===== config.mk =====
export PLATFORM = sky130hd
export DESIGN_NAME = fifo_wr_arbiter
export DESIGN_NICKNAME = d
export VERILOG_FILES = /design/src/rtl/fifo_arb_pkg.sv /design/src/rtl/fifo_wr_arbiter_rr_pick.sv /design/src/rtl/fifo_wr_arbiter.sv
export SDC_FILE = /design/constraint.sdc
export NUM_CORES = 1
export LEC_CHECK = 0
export BUFFER_PORTS_ARGS = -buffer_cell sky130_fd_sc_hd__clkbuf_2
export CORE_AREA = 3 3 63 65
export DETAILED_ROUTE_END_ITERATION = 12
export DIE_AREA = 0 0 66 68
export HOLD_SLACK_MARGIN = 0.05
export PLACE_DENSITY_LB_ADDON = 0.08
export SYNTH_ARGS = -nofsm -noshare
export SYNTH_HDL_FRONTEND = slang
export SYNTH_SLANG_ARGS = --single-unit

===== constraint.sdc =====
create_clock -name clk -period 2.15 [get_ports clk]
set_input_delay 0.3225 -clock clk [delete_from_list [all_inputs] [get_ports clk]]
set_output_delay 0.3225 -clock clk [all_outputs]
set_load 0.02 [all_outputs]

===== src/rtl/fifo_arb_pkg.sv =====
// Shared types and constants for the FIFO write-port arbiter.
// The FSM state is one bit wide.
package fifo_arb_pkg;

  typedef enum logic {
    IDLE  = 1'b0,
    BURST = 1'b1
  } arbState_e;

  localparam int CNT_W = 16;

endpackage


===== src/rtl/fifo_wr_arbiter_rr_pick.sv =====
// Purely combinational round-robin picker: first set request strictly after 'last', wrapping modulo NREQ.
// Reusable by any shared-resource arbiter that keeps its own last-grant register.
module rr_pick #(
  parameter int NREQ = 4,
  parameter int IDW  = $clog2(NREQ)
) (
  input  logic [NREQ-1:0] req_i,
  input  logic [IDW-1:0]  last_i,
  output logic [IDW-1:0]  grant_o,
  output logic            anyReq_o
);

  logic [IDW-1:0] idx;

  // Walk from the farthest candidate to the nearest so the nearest hit overrides.
  always_comb begin
    grant_o  = '0;
    anyReq_o = 1'b0;
    idx      = '0;
    for (int k = NREQ; k >= 1; k--) begin
      idx = IDW'((int'(last_i) + k) % NREQ);
      if (req_i[idx]) begin
        grant_o  = idx;
        anyReq_o = 1'b1;
      end
    end
  end

endmodule


===== src/rtl/fifo_wr_arbiter.sv =====
// Shares one FIFO write port between NREQ producers with round-robin grants of at most MAX_BURST words.
// One arbitration bubble per grant; fifo_full gates the transfer combinationally.
module fifo_wr_arbiter
  import fifo_arb_pkg::*;
#(
  parameter int NREQ      = 4,
  parameter int DW        = 8,
  parameter int MAX_BURST = 4
) (
  input  logic                    clk,
  input  logic                    rst_n,
  input  logic [NREQ-1:0]         req_valid,
  input  logic [NREQ*DW-1:0]      req_data,
  output logic [NREQ-1:0]         req_ready,
  input  logic                    fifo_full,
  output logic                    fifo_wr,
  output logic [DW-1:0]           fifo_din,
  output logic [$clog2(NREQ)-1:0] grant_id,
  output logic                    busy,
  output logic [CNT_W-1:0]        word_cnt
);

  localparam int IDW = $clog2(NREQ);
  localparam int BCW = $clog2(MAX_BURST) + 1;

  arbState_e      state_q;
  logic [IDW-1:0] grantId_q;
  logic [IDW-1:0] lastGrant_q;
  logic [BCW-1:0] burstCnt_q;
  logic [CNT_W-1:0] wordCnt_q;

  logic [IDW-1:0] pickIdx;
  logic           anyReq;
  logic           inBurst;
  logic           grantValid;
  logic           xfer;
  logic           lastBeat;

  rr_pick #(
    .NREQ (NREQ),
    .IDW  (IDW)
  ) u_pick (
    .req_i    (req_valid),
    .last_i   (lastGrant_q),
    .grant_o  (pickIdx),
    .anyReq_o (anyReq)
  );

  assign inBurst    = (state_q == BURST);
  assign grantValid = req_valid[grantId_q];
  assign xfer       = inBurst && grantValid && !fifo_full;
  assign lastBeat   = (burstCnt_q == BCW'(MAX_BURST - 1));

  assign fifo_wr  = xfer;
  assign busy     = inBurst;
  assign grant_id = grantId_q;
  assign word_cnt = wordCnt_q;
  assign fifo_din = inBurst ? req_data[int'(grantId_q) * DW +: DW] : '0;

  always_comb begin
    req_ready = '0;
    if (inBurst) begin
      req_ready[grantId_q] = !fifo_full;
    end
  end

  // A dropped valid releases the grant before any burst-length check.
  always_ff @(posedge clk or negedge rst_n) begin
    if (!rst_n) begin
      state_q     <= IDLE;
      grantId_q   <= '0;
      lastGrant_q <= IDW'(NREQ - 1);
      burstCnt_q  <= '0;
      wordCnt_q   <= '0;
    end else begin
      case (state_q)
        IDLE: begin
          if (anyReq) begin
            grantId_q   <= pickIdx;
            lastGrant_q <= pickIdx;
            burstCnt_q  <= '0;
            state_q     <= BURST;
          end
        end
        BURST: begin
          if (!grantValid) begin
            state_q <= IDLE;
          end else if (xfer) begin
            burstCnt_q <= burstCnt_q + 1'b1;
            wordCnt_q  <= wordCnt_q + 1'b1;
            if (lastBeat) begin
              state_q <= IDLE;
            end
          end
        end
        default: state_q <= IDLE;
      endcase
    end
  end

endmodule


==> reports/results.ini <==
[power]
power.leakage_uw=0.00100
p_per_area_nw_per_um2=1090
ir_worst_vdd_uv=494
fin_total_pwr_uw=2090

[die]
die-area_um2=4490
rows=21
die_y_um=68
ios=71
coreArea_um2=3390
chipWidth_um=66
start_util_pct=43.0

[synth]
synthDistinctLibCells=36
synth_warnings=0
synth.ff_latch_count=24
syn-num-nets=174
avgSynthCellArea_um2=11.1
syn_inst=132
synth_edf_count=0
synth-main-ff-cell=dfrtp_1
syn_area_um2=1460
async_flop_share_pct=100
seq_area_frac_synth_pct=41.3

[final_layout]
fillers=317
fin_nets=250
layout-drive-gt1-share_pct=46.4
syn_to_final_growth_pct=31.6
fin_util_pct=56.7
antennaDiodeCount=0

[sta]
finClkSkew_ns=0.00666
max_slew.worst_pin.slew_ns=0.588
slew_viol_final=0
slew_headroom_pct=60.8
rsz0062_at_grt=false
period_share_pct=96.0
fin_crit_ns=2.06
fmaxAchievable_ghz=0.485
final_hold_viol_count=0
finalSetupViolations=0
tns_ns=0

[worst_setup_path]
worst_setup_path_start_kind=flip-flop
crit_fanout=12
end_kind=output pin
crit_type=flip-flop to output pin
worstPathArrival_ns=1.74
cp.required_ns=1.83

[clock_tree]
cts_sinks=24
cts_tree=done
path_clk_slew_ns=0.12
ctsRootBufferMaster=clkbuf_4
htreeDepth=1
cts_max_path_buffers=2
clk_latency_ns=0.31
cts_buffers=3

[route]
ant_nets=0
num_vias=1299
drc_errors=0
drtPass1Iterations=4
vias_per_cell=5.13
wl_um=3390
wl_per_cell_um=13.4
drt_first_iter_violations=37

[grt]
grt_first_pass_wirelength_um=5400
antenna_found_initial=0
gr-total-overflow=0
grtUsageTotal_pct=15.4
grt_max_degree=25
first_global_vias=1226

[placement]
dp_hpwl_um=2740
port_buffers=70
place.gp.congestion=0.751

[flow_run]
drv_cap=0

[run_status]
status=finished clean

[worst_hold_path]
min_path_type=input port to flip-flop

[cell usage in the layout (no fill, tap or decap), types with 2 or more instances in the layout]
cell type and count:
and3_1 4, nor2_1 7, a21o_1 4, nand3_1 3
o21ai_0 4, ha_1 3, xor2_1 2, clkbuf_2 70
inv_1 3, a21oi_1 2, buf_4 4, and4_1 3
clkbuf_4 3, mux4_2 8, xnor2_1 13, nand2_1 17
nand3_2 2, and2_1 8, dfstp_2 2, dfrtp_1 21
nand2b_1 2, nand4_1 4
[Yosys cell counts, types with 2 or more instances]
master	instances	area, µm²
nand3_1	3	15.0
and4_1	3	26.3
nand3_2	2	20.0
a21oi_1	2	10.0
clkbuf_1	2	7.51
a21o_1	4	30.0
nor2_1	7	26.3
mux4_2	8	180
inv_1	3	11.3
o21ai_0	4	20.0
nand2_1	17	63.8
and3_1	4	25.0
and2_1	8	50.1
nand4_1	4	25.0
xor2_1	2	17.5
nand2b_1	2	12.5
ha_1	3	37.5
xnor2_1	13	114
dfstp_2	2	52.6
buf_6	2	22.5
dfrtp_1	22	551
[report_power, final]
group,internal [µW],total [µW],switching [µW]
clock,103,231,128
combinational,528,1170,645
sequential,574,688,114
[state kept, by name (all words and copies together) (netlist names)]
register,flops
burstCnt_q,3
grant_id,2
lastGrant_q,2
word_cnt,16
busy,1
[layer usage]
layer	GRT usage (%)	wire length, µm	share of wire [%]	vias up
li1	-	-	-	622
met5	0	0	0	-
met1	19.0	1370	40	620
met4	5.08	59	1.7	0
met2	26.8	1660	49	50
met3	3.61	305	9.0	7
[what timing repair did]
item / CTS / global route
buffers inserted: 2 / 0
resized for setup: 1 / 1
endpoints found under the hold margin: 22 / 0
hold buffers: 1 / 0
endpoints found under the setup margin: 6 / 2
[kinds of logic after synthesis]
logic type / Yosys count / synth area share, %
compound gates: 16 / 7.46
xor+xnor: 15 / 9.01
fa+ha+maj: 3 / 2.57
buf+inv: 9 / 3.43
flops: 24 / 41.3
mux: 10 / 14.8
simple gates: 55 / 21.4
[final cells by class]
cell class              count  area, µm²  area share [%]
well taps                  46       57.6            3.00
multi-input cells          99        806            42.0
clock buffers               4       36.3            1.89
flip-flops and latches     24        604            31.5
repair buffers             76        402            20.9
inverters                   4       15.0           0.782
[through the flow]
| stage | setup slack [ns] | instances | hold WS [ns] | instance area [µm²] |
|---|---|---|---|---|
| 2_1_floorplan | 0.270 | 132 | 0.0269 | 1460 |
| 3_3_place_gp | 0.292 | 246 | 0.345 | 1850 |
| 3_5_place_dp | 0.267 | 246 | 0.350 | 1850 |
| 4_1_cts | 0.0772 | 253 | 0.387 | 1920 |
| 5_1_grt | 0.00169 | 253 | 0.427 | 1920 |
| 6_report | 0.0871 | 253 | 0.378 | 1920 |
[critical path: stages, from the launching register on]
cell and delay [ns]:
dfrtp_2 0.42, mux4_2 0.58, nand2_4 0.14, inv_2 0.11, clkbuf_2 0.18
[worst paths after layout]
path / cells after the start / to / start / slack, ns
worst min register to register: 1 / word_cnt[15]$_DFFE_PN0P_ / word_cnt[15]$_DFFE_PN0P_ / 0.48
max in group asynchronous: 2 / grant_id[0]$_DFFE_PN0P_ / rst_n / 1.20
worst max-delay path: 4 / fifo_wr / grant_id[0]$_DFFE_PN0P_ / 0.09
min in group asynchronous: 2 / word_cnt[1]$_DFFE_PN0P_ / rst_n / 0.52
worst max register to register: 5 / word_cnt[6]$_DFFE_PN0P_ / grant_id[0]$_DFFE_PN0P_ / 0.56
worst min-delay path: 4 / busy$_DFF_PN0_ / fifo_full / 0.38
Power figures use the tool's default switching activity.
